### src/rtl/ddc_cap_ctrl_if.sv
// Purpose: capture-control bundle between the DDC/host side and ddc_cap_ctrl.
// Latency: none, wiring only.
// Backpressure: none; strobes and pulses are single-cycle and never stalled.
interface ddc_cap_ctrl_if;
  logic        ddc_valid;
  logic [13:0] ddc_waddr;
  logic        cap_arm;
  logic        cap_abort;
  logic        trig_in;
  logic [13:0] pre_len;
  logic [13:0] post_len;
  logic        ram_wen_enb;
  logic        cap_busy;
  logic        cap_done;
  logic        cap_err;
  logic [13:0] cap_start_addr;
  logic [13:0] cap_trig_addr;
  logic [2:0]  cap_state;

  // Host / datapath side: drives strobes, commands and lengths.
  modport master (
    output ddc_valid, ddc_waddr, cap_arm, cap_abort, trig_in, pre_len, post_len,
    input  ram_wen_enb, cap_busy, cap_done, cap_err, cap_start_addr, cap_trig_addr,
           cap_state
  );

  // Sequencer side.
  modport slave (
    input  ddc_valid, ddc_waddr, cap_arm, cap_abort, trig_in, pre_len, post_len,
    output ram_wen_enb, cap_busy, cap_done, cap_err, cap_start_addr, cap_trig_addr,
           cap_state
  );
endinterface

### src/rtl/ddc_cap_ctrl.sv
// Purpose: capture sequencer for the DDC ring buffer: pre-history, trigger, post samples, then freeze.
// Latency: all outputs registered; arm->busy 1 cycle, trigger strobe->trig addr 1, ->start addr 2.
// Backpressure: none; the ring write is gated by ram_wen_enb. Optional DDC_CAP_TIMEOUT_EN bounds WAIT.
module ddc_cap_ctrl #(
  parameter int          U_DLY       = 1,
  parameter logic [13:0] MAX_ADDR    = 14'd11520,
  parameter logic [31:0] TIMEOUT_SMP = 32'd160000
) (
  input logic           clk_25d6m,
  input logic           rst_n,
  ddc_cap_ctrl_if.slave cap_if
);

  typedef enum logic [2:0] {
    ST_IDLE = 3'd0,
    ST_PRE  = 3'd1,
    ST_WAIT = 3'd2,
    ST_POST = 3'd3,
    ST_DONE = 3'd4
  } state_t;

  // Ring depth as a 15-bit quantity so MAX_ADDR+1 cannot overflow.
  localparam logic [14:0] RING_LEN = {1'b0, MAX_ADDR} + 15'd1;

  // Registers are assigned without delay; U_DLY is kept for interface compatibility.
  if (U_DLY < 0) begin : g_u_dly_neg
  end

  state_t      r_state;
  logic        r_wen;
  logic        r_busy;
  logic        r_done;
  logic        r_err;
  logic [13:0] r_start_addr;
  logic [13:0] r_trig_addr;
  logic [13:0] r_pre_len;
  logic [13:0] r_post_len;
  logic [13:0] r_cnt;
  logic        r_trig_prev;
  logic        r_trig_pend;
  logic        r_start_upd;
`ifdef DDC_CAP_TIMEOUT_EN
  logic [31:0] r_tmo_cnt;
`else
  // Without the timeout the limit is unused; it is still referenced here.
  if (TIMEOUT_SMP == 32'd0) begin : g_tmo_unused
  end
`endif

  logic        w_trig_edge;
  logic        w_arm_ok;
  logic        w_fire;
  logic [13:0] w_cnt_inc;
  logic [13:0] w_start_addr;

  assign w_trig_edge = cap_if.trig_in & ~r_trig_prev;
  assign w_arm_ok    = (cap_if.post_len != 14'd0) &&
                       (({1'b0, cap_if.pre_len} + {1'b0, cap_if.post_len}) <= RING_LEN);
  assign w_fire      = cap_if.ddc_valid & (r_trig_pend | w_trig_edge);
  assign w_cnt_inc   = r_cnt + 14'd1;
  // Snapshot start walks back pre_len entries from the trigger, wrapping through the ring top.
  assign w_start_addr = (r_trig_addr >= r_pre_len) ? (r_trig_addr - r_pre_len)
                      : 14'({1'b0, r_trig_addr} + RING_LEN - {1'b0, r_pre_len});

  // Capture FSM with all status outputs registered alongside the state.
  always_ff @(posedge clk_25d6m) begin
    if (!rst_n) begin
      r_state      <= ST_IDLE;
      r_wen        <= 1'b1;
      r_busy       <= 1'b0;
      r_done       <= 1'b0;
      r_err        <= 1'b0;
      r_start_addr <= 14'd0;
      r_trig_addr  <= 14'd0;
      r_pre_len    <= 14'd0;
      r_post_len   <= 14'd0;
      r_cnt        <= 14'd0;
      r_trig_prev  <= 1'b0;
      r_trig_pend  <= 1'b0;
      r_start_upd  <= 1'b0;
`ifdef DDC_CAP_TIMEOUT_EN
      r_tmo_cnt    <= 32'd0;
`endif
    end else begin
      r_trig_prev <= cap_if.trig_in;
      r_start_upd <= 1'b0;
      if (r_start_upd) begin
        r_start_addr <= w_start_addr;
      end

      if (cap_if.cap_abort) begin
        r_state     <= ST_IDLE;
        r_wen       <= 1'b1;
        r_busy      <= 1'b0;
        r_done      <= 1'b0;
        r_err       <= 1'b0;
        r_trig_pend <= 1'b0;
        r_cnt       <= 14'd0;
      end else begin
        case (r_state)
          ST_IDLE, ST_DONE: begin
            if (cap_if.cap_arm) begin
              if (w_arm_ok) begin
                r_pre_len  <= cap_if.pre_len;
                r_post_len <= cap_if.post_len;
                r_cnt      <= 14'd0;
                r_err      <= 1'b0;
                r_state    <= ST_PRE;
                r_busy     <= 1'b1;
                r_done     <= 1'b0;
                r_wen      <= 1'b1;
              end else begin
                r_err <= 1'b1;
              end
            end
          end

          ST_PRE: begin
            // Trigger edges are deliberately ignored until enough history exists.
            r_trig_pend <= 1'b0;
`ifdef DDC_CAP_TIMEOUT_EN
            r_tmo_cnt   <= 32'd0;
`endif
            if (r_cnt == r_pre_len) begin
              r_state <= ST_WAIT;
            end else if (cap_if.ddc_valid) begin
              r_cnt <= w_cnt_inc;
            end
          end

          ST_WAIT: begin
            if (w_fire) begin
              r_trig_addr <= cap_if.ddc_waddr;
              r_cnt       <= 14'd1;
              r_trig_pend <= 1'b0;
              r_start_upd <= 1'b1;
              if (r_post_len == 14'd1) begin
                r_state <= ST_DONE;
                r_busy  <= 1'b0;
                r_done  <= 1'b1;
                r_wen   <= 1'b0;
              end else begin
                r_state <= ST_POST;
              end
            end else begin
              if (w_trig_edge) begin
                r_trig_pend <= 1'b1;
              end
`ifdef DDC_CAP_TIMEOUT_EN
              if (cap_if.ddc_valid) begin
                if (r_tmo_cnt + 32'd1 == TIMEOUT_SMP) begin
                  r_state <= ST_IDLE;
                  r_busy  <= 1'b0;
                  r_err   <= 1'b1;
                  r_wen   <= 1'b1;
                end else begin
                  r_tmo_cnt <= r_tmo_cnt + 32'd1;
                end
              end
`endif
            end
          end

          ST_POST: begin
            // The completing strobe is still written; the freeze lands on the next edge.
            if (cap_if.ddc_valid) begin
              r_cnt <= w_cnt_inc;
              if (w_cnt_inc == r_post_len) begin
                r_state <= ST_DONE;
                r_busy  <= 1'b0;
                r_done  <= 1'b1;
                r_wen   <= 1'b0;
              end
            end
          end

          default: begin
            r_state <= ST_IDLE;
            r_wen   <= 1'b1;
            r_busy  <= 1'b0;
            r_done  <= 1'b0;
          end
        endcase
      end
    end
  end

  assign cap_if.ram_wen_enb    = r_wen;
  assign cap_if.cap_busy       = r_busy;
  assign cap_if.cap_done       = r_done;
  assign cap_if.cap_err        = r_err;
  assign cap_if.cap_start_addr = r_start_addr;
  assign cap_if.cap_trig_addr  = r_trig_addr;
  assign cap_if.cap_state      = r_state;

endmodule

### src/flat_wrapper.sv
// flat-port wrapper written by rule: the top's interface ports become plain ports
module ddc_cap_ctrl_flat 
#(
  parameter int          U_DLY       = 1,
  parameter logic [13:0] MAX_ADDR    = 14'd11520,
  parameter logic [31:0] TIMEOUT_SMP = 32'd160000
)
  (clk_25d6m, rst_n, cap_if_ddc_valid, cap_if_ddc_waddr, cap_if_cap_arm, cap_if_cap_abort, cap_if_trig_in, cap_if_pre_len, cap_if_post_len, cap_if_ram_wen_enb, cap_if_cap_busy, cap_if_cap_done, cap_if_cap_err, cap_if_cap_start_addr, cap_if_cap_trig_addr, cap_if_cap_state);
  ddc_cap_ctrl_if cap_if_i ();
  input logic clk_25d6m;
  input logic rst_n;
  input wire logic [$bits(cap_if_i.ddc_valid)-1:0] cap_if_ddc_valid;
  input wire logic [$bits(cap_if_i.ddc_waddr)-1:0] cap_if_ddc_waddr;
  input wire logic [$bits(cap_if_i.cap_arm)-1:0] cap_if_cap_arm;
  input wire logic [$bits(cap_if_i.cap_abort)-1:0] cap_if_cap_abort;
  input wire logic [$bits(cap_if_i.trig_in)-1:0] cap_if_trig_in;
  input wire logic [$bits(cap_if_i.pre_len)-1:0] cap_if_pre_len;
  input wire logic [$bits(cap_if_i.post_len)-1:0] cap_if_post_len;
  output wire logic [$bits(cap_if_i.ram_wen_enb)-1:0] cap_if_ram_wen_enb;
  output wire logic [$bits(cap_if_i.cap_busy)-1:0] cap_if_cap_busy;
  output wire logic [$bits(cap_if_i.cap_done)-1:0] cap_if_cap_done;
  output wire logic [$bits(cap_if_i.cap_err)-1:0] cap_if_cap_err;
  output wire logic [$bits(cap_if_i.cap_start_addr)-1:0] cap_if_cap_start_addr;
  output wire logic [$bits(cap_if_i.cap_trig_addr)-1:0] cap_if_cap_trig_addr;
  output wire logic [$bits(cap_if_i.cap_state)-1:0] cap_if_cap_state;
  assign cap_if_i.ddc_valid = cap_if_ddc_valid;
  assign cap_if_i.ddc_waddr = cap_if_ddc_waddr;
  assign cap_if_i.cap_arm = cap_if_cap_arm;
  assign cap_if_i.cap_abort = cap_if_cap_abort;
  assign cap_if_i.trig_in = cap_if_trig_in;
  assign cap_if_i.pre_len = cap_if_pre_len;
  assign cap_if_i.post_len = cap_if_post_len;
  assign cap_if_ram_wen_enb = cap_if_i.ram_wen_enb;
  assign cap_if_cap_busy = cap_if_i.cap_busy;
  assign cap_if_cap_done = cap_if_i.cap_done;
  assign cap_if_cap_err = cap_if_i.cap_err;
  assign cap_if_cap_start_addr = cap_if_i.cap_start_addr;
  assign cap_if_cap_trig_addr = cap_if_i.cap_trig_addr;
  assign cap_if_cap_state = cap_if_i.cap_state;
  ddc_cap_ctrl #(.U_DLY(U_DLY), .MAX_ADDR(MAX_ADDR), .TIMEOUT_SMP(TIMEOUT_SMP)) u_core (.clk_25d6m(clk_25d6m), .rst_n(rst_n), .cap_if(cap_if_i));
endmodule
### config.mk
export PLATFORM = sky130hd
export DESIGN_NAME = ddc_cap_ctrl_flat
export DESIGN_NICKNAME = d
export VERILOG_FILES = /design/src/rtl/ddc_cap_ctrl_if.sv /design/src/rtl/ddc_cap_ctrl.sv /design/src/flat_wrapper.sv
export SDC_FILE = /design/constraint.sdc
export NUM_CORES = 1
export LEC_CHECK = 0
export BUFFER_PORTS_ARGS = -buffer_cell sky130_fd_sc_hd__buf_2
export CORE_MARGIN = 8
export CORE_UTILIZATION = 25
export CTS_BUF_LIST = sky130_fd_sc_hd__clkbuf_16
export DETAILED_ROUTE_END_ITERATION = 8
export SLEW_MARGIN = 20
export SYNTH_ARGS = -nofsm -noshare
export SYNTH_HDL_FRONTEND = slang
export SYNTH_SLANG_ARGS = --single-unit
### constraint.sdc
create_clock -name clk_25d6m -period 3.11 [get_ports clk_25d6m]
set_clock_uncertainty 0.2 [all_clocks]
set_input_delay 0.311 -clock clk_25d6m [delete_from_list [all_inputs] [get_ports clk_25d6m]]
set_output_delay 0.311 -clock clk_25d6m [all_outputs]
set_load 0.02 [all_outputs]
==> results of run 1 <==
metal layers:
metal,GRT usage,part of all wire,vias to the layer above
met5,0,0.00056,-
met4,0.0403,0.018,2
met3,0.0122,0.032,26
met2,0.215,0.47,160
met1,0.184,0.48,3113
li1,-,-,3292
registers in the layout (all words and copies together), names as in the netlist:
name	count
u_core.cap_if.ram_wen_enb	1
u_core.cap_if.cap_state	3
u_core.cap_if.cap_start_addr	14
u_core.r_pre_len	14
u_core.cap_if.cap_trig_addr	14
u_core.cap_if.cap_done	1
u_core.r_cnt	14
u_core.r_trig_pend	1
u_core.r_start_upd	1
u_core.cap_if.cap_err	1
u_core.cap_if.cap_busy	1
u_core.r_post_len	14
u_core.r_trig_prev	1
final timing paths:
| path | startpoint | end | slack [ps] | cells after the start |
|---|---|---|---|---|
| worst max register to register | u_core.cap_if.cap_trig_addr[0] | u_core.cap_if.cap_start_addr[10] | 140 | 11 |
| worst min register to register | u_core.cap_if.ram_wen_enb | u_core.cap_if.ram_wen_enb | 260 | 2 |
| worst min-delay path | cap_if_trig_in | u_core.r_trig_prev | 2 | 2 |
| worst max-delay path | cap_if_post_len[0] | u_core.cap_if.cap_busy | 70 | 14 |
cell type report:
cell class	count	area share
timing repair buffer	195	0.159
clock inverter	7	0.0102
inverter	63	0.0276
tap	335	0.0489
multi-input combinational	635	0.541
clock buffer	9	0.0263
sequential	80	0.187
cell families (layout without fill, tap and decap cells):
| kind of cell | count (synthesis) | after routing | share of synthesized area |
|---|---|---|---|
| DFF | 80 | 80 | 0.248 |
| xor gates and xnor gates | 54 | 54 | 0.0732 |
| and+or+nand+nor | 255 | 255 | 0.211 |
| muxes | 17 | 17 | 0.0263 |
| adders and majority gates | 57 | 57 | 0.123 |
| buffers and inverters | 110 | 274 | 0.0697 |
| AOI/OAI and AO/OA | 252 | 252 | 0.249 |
cell usage after synthesis, types with 4 or more instances:
cell,count
a2111oi_0,6
a211oi_1,4
a21boi_0,5
a21o_1,6
a21oi_1,61
a31oi_1,28
a41oi_1,5
and2_1,4
and3_1,8
and4_1,4
buf_2,6
clkbuf_1,32
dfxtp_1,80
fa_1,11
ha_1,46
inv_1,62
mux2i_1,17
nand2_1,37
nand2b_1,7
nand3_1,56
nand3b_1,5
nand4_1,10
nand4b_1,4
nor2_1,55
nor2b_1,12
nor3_1,14
nor4_1,5
o211ai_1,4
o21a_1,5
o21ai_0,83
o21bai_1,8
o31ai_1,5
or2_2,6
or3_1,11
or4_1,4
xnor2_1,37
xor2_1,17
per-stage QoR:
step | std cells | hold slack (ps) | power, mW | instance area [sq um] | setup TNS [ps]
2_1_floorplan | 825 | 233 | 1.87 | 6480 | -779
3_3_place_gp | 1302 | 252 | 2.29 | 7960 | -10420
3_5_place_dp | 1302 | 255 | 2.30 | 7960 | -13930
4_1_cts | 1319 | 1.91 | 3.43 | 8280 | 0
5_1_grt | 1324 | 29.1 | 3.72 | 8580 | -68.5
6_report | 1324 | 2.05 | 3.53 | 8580 | 0
report_power, final:
part           switching (mW)  internal (mW)  leakage, nW  total, mW
logic                   0.711          0.599         2.81       1.31
registers              0.0380           1.06        0.648       1.10
clock network           0.430          0.696        0.150       1.13
critical path: stages:
cell and delay (ps):
buf_2 100, ha_2 170, inv_1 50, fa_2 330
and2b_2 250, o221a_4 210, o21ai_4 70, buf_4 140
a221oi_2 230, nor4b_4 220, buf_4 180, o31ai_4 80
a2111o_1 490, a32o_1 230
what timing repair did:
action	in CTS	in global routing
setup buffers	0	2
endpoints found under the hold margin	1	0
endpoints found under the setup margin	9	61
hold buffers	1	0
pin swaps	0	22
resized for setup	2	41
cloned	0	3
==> reports/results.tsv, run 1 <==
metric	value	unit
synth_flop_cell	dfxtp_1	
synth_top_area_share	0.248	
p_per_area	412	nW/um^2
slew_viol_final	0	
drt_first_pass_iters	5	
fp.dieH	177	microns
yosys_warnings	0	
clkSinkCount	80	
htreeDepth	3	
synthesis.nets	930	
cp-end-kind	flip-flop	
gp_congestion	0.864	
via_count	6593	
grt_pass1_vias	6246	
fin_crit_sh	0.976	
via_per_inst	4.98	
drtIter0Drc	555	
grt_max_degree	44	
ant_nets	0	
netlist_instances	825	
cp_data_arrival_time	3070	ps
fillers	2731	
finalCriticalPeriod	3040	ps
clockRootBuffer	clkbuf_16	
start_util	0.252	
seqCellArea	1600	sq um
worstSetupPathType	in2reg	
synth_top_area_cell	dfxtp_1	
setup_slack	74.7	ps
grt_overflow	0	
final_layout_size_suffix_gt1_frac	0.264	
synth_edf_count	0	
drcViolationCount	0	
syn_area	6460	sq um
layout_commonest_cell	buf_4	
multi_input_area	4640	sq um
die_w	177	microns
antenna_found_initial	1	
clockBufferDepth	2	
design.die.area	31300	sq um
clkTransAtPathRegs	70	ps
critPathRequiredTime	3150	ps
cts_buffers	9	
tightest_slew	991	ps
n_antenna_cell	0	
p_leak	3.60	nW
ys_seq_elements	80	
crit_path_start_kind	input port	
hold_path.class	in2reg	
synth.area.top_cells	dfxtp_1 (25%), ha_1 (8.9%), o21ai_0 (6.4%), xnor2_1 (5.0%), a21oi_1 (4.7%)	
post_drt_wl_per_cell	16.2	microns
tritoncts	done	
hold_viol_final	0	
async_reset_ff_frac	0	
status	complete, no violations	
drt-total-wl	21500	microns
hpwl	17000	microns
final_util	0.334	
grt_pass1_wl	33800	microns
relSlewSlack	0.340	
port_buffers	82	
path_max_fanout	4	
vdd_drop_max	0.249	mV
synth.distinct_cells	76	
ios	83	
ys_seq_area_frac	0.248	
final_nets	1089	
synth.avg_cell_area	7.83	sq um
grtUsageTotal	0.133	
num_rows	59	
clock_latency	340	ps
fmax	329	MHz
dp_worst_setup_slack	-379	ps
mostFrequentLayoutCells	buf_4 (103), buf_2 (82), o21ai_0 (81)	
setup_viol_count_final	0	
core-area	25700	sq um
area_delta_synth_final	32.7	%
max_cap_viol_count	0	
(Power assumes the default switching activity.)
==> run 2, diff against run 1 <==
--- a/config.mk
+++ b/config.mk
@@ -6,10 +6,12 @@
 export NUM_CORES = 1
 export LEC_CHECK = 0
 export BUFFER_PORTS_ARGS = -buffer_cell sky130_fd_sc_hd__buf_2
+export CORE_ASPECT_RATIO = 1.2
 export CORE_MARGIN = 8
-export CORE_UTILIZATION = 25
+export CORE_UTILIZATION = 54
 export CTS_BUF_LIST = sky130_fd_sc_hd__clkbuf_16
 export DETAILED_ROUTE_END_ITERATION = 8
+export PLACE_DENSITY = 0.78
 export SLEW_MARGIN = 20
 export SYNTH_ARGS = -nofsm -noshare
 export SYNTH_HDL_FRONTEND = slang
==> run 2 against run 1 <==
Net effect: the run now ends with negative hold slack left; sequential share of layout area up 0.78 points; cell count shrank 13%; worst hold slack lost 7.0 ps; utilization up 38 points; sequential cell count did not move; count of clock-buffer cells in the layout unchanged.
==> reports/results.tsv, run 2 (synthesis results as in run 1) <==
metric	value	unit
grt_overflow	0	
regToRegStartpoint	u_core.cap_if.cap_trig_addr[0]	
hpwl	15300	microns
crit_path_start_kind	flip-flop	
post_drt_wl_per_cell	17.7	microns
num_rows	43	
fillers	964	
seqCellArea	1610	sq um
final_layout_size_suffix_gt1_frac	0.260	
tightest_slew	986	ps
path_max_fanout	3	
htreeDepth	3	
setup_viol_count_final	0	
die_w	116	microns
min_path_cells	3	
grt_max_degree	44	
dp_worst_setup_slack	-280	ps
tritoncts	done	
slew_viol_final	0	
max_stage_delay	440	ps
grtUsageTotal	0.256	
clock_latency	350	ps
max_cap_viol_count	0	
worst_hold_path.endpoint	u_core.cap_if.cap_trig_addr[1]	
fin_crit_sh	0.974	
multi_input_area	4540	sq um
antenna_found_initial	0	
area_delta_synth_final	27.6	%
critPathRequiredTime	3180	ps
crit_slowest_cell	a2111o_1	
p_per_area	418	nW/um^2
cp_data_arrival_time	3100	ps
worstSetupPathType	reg2reg	
n_antenna_cell	0	
via_per_inst	5.97	
start_util	0.556	
finalCriticalPeriod	3030	ps
drtIter0Drc	559	
min_from	cap_if_ddc_waddr[1]	
grt_pass1_wl	32400	microns
reg2reg_depth	11	
fp.dieH	136	microns
hold_slack	-4.91	ps
drcViolationCount	0	
design.die.area	15700	sq um
core-area	11600	sq um
violations	negative hold slack	
cp-end-kind	flip-flop	
cts_buffers	9	
crit_buf_inv	1	
clkTransAtPathRegs	60	ps
clkSinkCount	80	
final_nets	1090	
critPathTopFamily	compound AO/OA/AOI/OAI gates	
clockRootBuffer	clkbuf_16	
via_count	6853	
fmax	330	MHz
hold_path.class	in2reg	
drt_first_pass_iters	5	
hold_viol_final	3	
critPathLaunch	u_core.cap_if.cap_trig_addr[0]	
drt-total-wl	20300	microns
path_cells	inv_1, ha_1, fa_1, nand3b_1, a21oi_2, o211ai_1, a21oi_2, nor3_1, a21o_1, a2111o_1, a31oi_1	
ios	83	
worstReg2RegEnd	u_core.cap_if.cap_start_addr[10]	
status	complete, but fails checks	
layout_commonest_cell	buf_4	
vdd_drop_max	0.225	mV
grt_pass1_vias	6620	
clockBufferDepth	2	
mostFrequentLayoutCells	buf_4 (103), buf_2 (82), dfxtp_1 (76)	
gp_congestion	0.942	
setup_slack	82.2	ps
ant_nets	0	
port_buffers	82	
cp_common_cell	a21oi_2	
reg2reg_slack	80	ps
p_leak	3.57	nW
relSlewSlack	0.343	
final_util	0.709	
power.total	3.45	mW
run 2: how the worst max path moves through the flow:
| stage | cells after the start | to | slack (ps) |
|---|---|---|---|
| after global routing | 11 | u_core.cap_if.cap_start_addr[10] | -40 |
| after detailed placement | 14 | u_core.r_post_len[3] | -280 |
| final | 11 | u_core.cap_if.cap_start_addr[10] | 80 |
| after CTS | 14 | u_core.cap_if.cap_start_addr[13] | 20 |
| after global placement | 13 | u_core.cap_if.cap_busy | -200 |
| after floorplan | 12 | u_core.r_post_len[0] | -40 |
run 2: power breakdown:
part	leakage, nW	internal, mW	switching, mW
logic	2.78	0.584	0.695
registers	0.649	1.06	0.0404
clock network	0.143	0.621	0.448
run 2: cell type report:
class                           count  area share
Clock buffer                        9      0.0273
Tap cell                          157      0.0238
Multi-Input combinational cell    635       0.550
Clock inverter                      7     0.00865
Timing Repair Buffer              196       0.166
Sequential cell                    80       0.195
Inverter                           63      0.0287
run 2: what timing repair did:
action,CTS,global route
resized for setup,10,29
hold endpoints to repair,3,0
pin swaps,4,14
setup buffers,2,8
setup endpoints to repair,1,45
hold buffers,3,0
gates cloned,0,1
run 2: per-layer routing:
| layer | track usage | wire (microns) | vias to the layer above |
|---|---|---|---|
| li1 | - | - | 3293 |
| met4 | 0.126 | 841 | 0 |
| met3 | 0.0435 | 1400 | 60 |
| met5 | 0 | 0 | - |
| met2 | 0.464 | 10400 | 270 |
| met1 | 0.281 | 7660 | 3230 |
run 2: per-stage QoR:
stage,cell area [sq um],setup TNS (ps),instances
floorplan,6480,-779,825
global placement,7700,-7080,1117
detailed placement,7700,-9590,1117
CTS,8080,0,1138
global route,8240,-88.7,1147
finish,8240,0,1147
run 2: worst register-to-register path, delay by kind of cell (launching register included):
kind            cells  cell delay (ps)
compound gates      6             1370
buf+inv             1               60
simple gates        2              320
fa+ha+maj           2              630
flops               1              360
==> run 3, diff against run 2 <==
--- a/config.mk
+++ b/config.mk
@@ -11,6 +11,7 @@
 export CORE_UTILIZATION = 54
 export CTS_BUF_LIST = sky130_fd_sc_hd__clkbuf_16
 export DETAILED_ROUTE_END_ITERATION = 8
+export MAX_ROUTING_LAYER = met4
 export PLACE_DENSITY = 0.78
 export SLEW_MARGIN = 20
 export SYNTH_ARGS = -nofsm -noshare
==> run 3 against run 2 <==
Net effect: design area down 0.43%; critical path type is now in2reg; sequential power about the same; the flow now finishes without violations; sequential share of layout area increased by 0.083 points; first-iteration DRC count up 3.9%.
==> reports/results.tsv, run 3 (synthesis results as in run 1) <==
metric	value	unit
status	complete, no violations	
cts_buffers	9	
min_path_cells	3	
grtUsageTotal	0.264	
design.die.area	15700	sq um
ios	83	
via_count	6816	
hpwl	15000	microns
grt_overflow	0	
clkSinkCount	80	
tritoncts	done	
post_drt_wl_per_cell	17.4	microns
relSlewSlack	0.351	
finalCriticalPeriod	3010	ps
ant_nets	0	
num_rows	43	
gp_congestion	0.956	
mostFrequentLayoutCells	buf_4 (93), buf_2 (82), dfxtp_1 (76)	
vdd_drop_max	0.242	mV
final_layout_size_suffix_gt1_frac	0.251	
antenna_found_initial	0	
crit_slowest_cell	a2111oi_2	
cp-end-kind	flip-flop	
clockRootBuffer	clkbuf_16	
fin_crit_sh	0.968	
port_buffers	82	
worstReg2RegEnd	u_core.cap_if.cap_start_addr[13]	
clock_latency	350	ps
p_leak	3.54	nW
drcViolationCount	0	
reg2reg_depth	14	
start_util	0.556	
worst_hold_path.endpoint	u_core.cap_if.cap_trig_addr[5]	
clockBufferDepth	2	
fillers	985	
grt_pass1_wl	32400	microns
tightest_slew	974	ps
path_cells	buf_2, ha_1, a21oi_1, o211ai_1, a2111oi_2, nand4b_1, buf_4, nor4b_4, buf_4, o311ai_4, buf_12, buf_12, nand3_1, a21oi_1	
grt_max_degree	44	
power.total	3.34	mW
fmax	332	MHz
regToRegStartpoint	u_core.cap_if.cap_trig_addr[1]	
clkTransAtPathRegs	60	ps
min_from	cap_if_ddc_waddr[5]	
path_max_fanout	8	
worstSetupPathType	in2reg	
hold_viol_final	0	
core-area	11600	sq um
crit_path_start_kind	input port	
max_cap_viol_count	0	
max_stage_delay	380	ps
slew_viol_final	0	
final_nets	1084	
fp.dieH	136	microns
area_delta_synth_final	27.0	%
htreeDepth	3	
drt_first_pass_iters	5	
critPathRequiredTime	3180	ps
n_antenna_cell	0	
reg2reg_slack	130	ps
drt-total-wl	19900	microns
setup_viol_count_final	0	
instances_no_fill	1141	
grt_pass1_vias	6555	
p_per_area	407	nW/um^2
final_util	0.706	
drtIter0Drc	581	
die_w	116	microns
cp_data_arrival_time	3080	ps
dp_cells	1112	
hold_path.class	in2reg	
layout_commonest_cell	buf_4	
via_per_inst	5.97	
run 3: changes by cell type in the layout (fill, tap and decap cells not counted), moves of 2 or more:
cell,before,now
buf_4,103,93
o21ai_2,2,4
clkinv_1,1,3
dlygate4sd3_1,3,5
o21ai_0,75,57
o21ai_1,8,24
run 3: through the flow:
stage                     cell area [sq um]  setup WS (ps)  setup TNS (ps)  hold WS, ps
after global routing                   8210          -12.8           -20.3         21.8
after CTS                              8010           22.6               0        0.413
final                                  8210           98.1               0         1.57
after detailed placement               7660           -265           -9360          270
after global placement                 7660           -203           -6590          268
after floorplan                        6480          -38.3            -779          233
run 3: cell type report:
cell class                      count  area (sq um)  share of cell area
Clock buffer                        9           225              0.0274
Multi-Input combinational cell    635          4560               0.556
Sequential cell                    80          1610               0.196
Timing Repair Buffer              190          1350               0.164
Clock inverter                      7          37.5             0.00457
Tap cell                          157           196              0.0239
Inverter                           63           236              0.0288
run 3: report_power, final:
part	switching, mW	internal, mW
combinational	0.696	0.586
sequential	0.0405	1.06
clock	0.430	0.532
run 3: metal layers:
metal / global-route usage / part of all wire / up-vias
met5: - / 0 / -
met4: 0.139 / 0.042 / 0
met3: 0.0328 / 0.056 / 66
met2: 0.451 / 0.50 / 269
met1: 0.293 / 0.40 / 3181
li1: - / - / 3300
run 3: worst max-delay path by stage:
stage	from	to	cells past startpoint	slack (ps)
after CTS	u_core.cap_if.cap_trig_addr[1]	u_core.cap_if.cap_start_addr[13]	14	20
final	cap_if_post_len[6]	u_core.r_pre_len[13]	14	100
after floorplan	cap_if_post_len[0]	u_core.r_post_len[0]	12	-40
after global routing	cap_if_post_len[9]	u_core.cap_if.cap_busy	12	-10
after detailed placement	cap_if_post_len[0]	u_core.r_post_len[12]	13	-260
after global placement	u_core.cap_if.cap_trig_addr[1]	u_core.cap_if.cap_start_addr[13]	14	-200
run 3: repair_timing:
action / CTS / global route
hold buffers: 5 / 0
gates resized for setup: 6 / 54
pin swaps: 3 / 21
hold endpoints to repair: 5 / 0
setup endpoints to repair: 1 / 46
cloned: 0 / 1
buffers inserted: 2 / 5
run 3: critical path, delay by kind of cell:
kind | cells | cell delay, ps
compound gates | 5 | 1300
fa+ha+maj | 1 | 350
simple gates | 3 | 370
buf+inv | 5 | 730
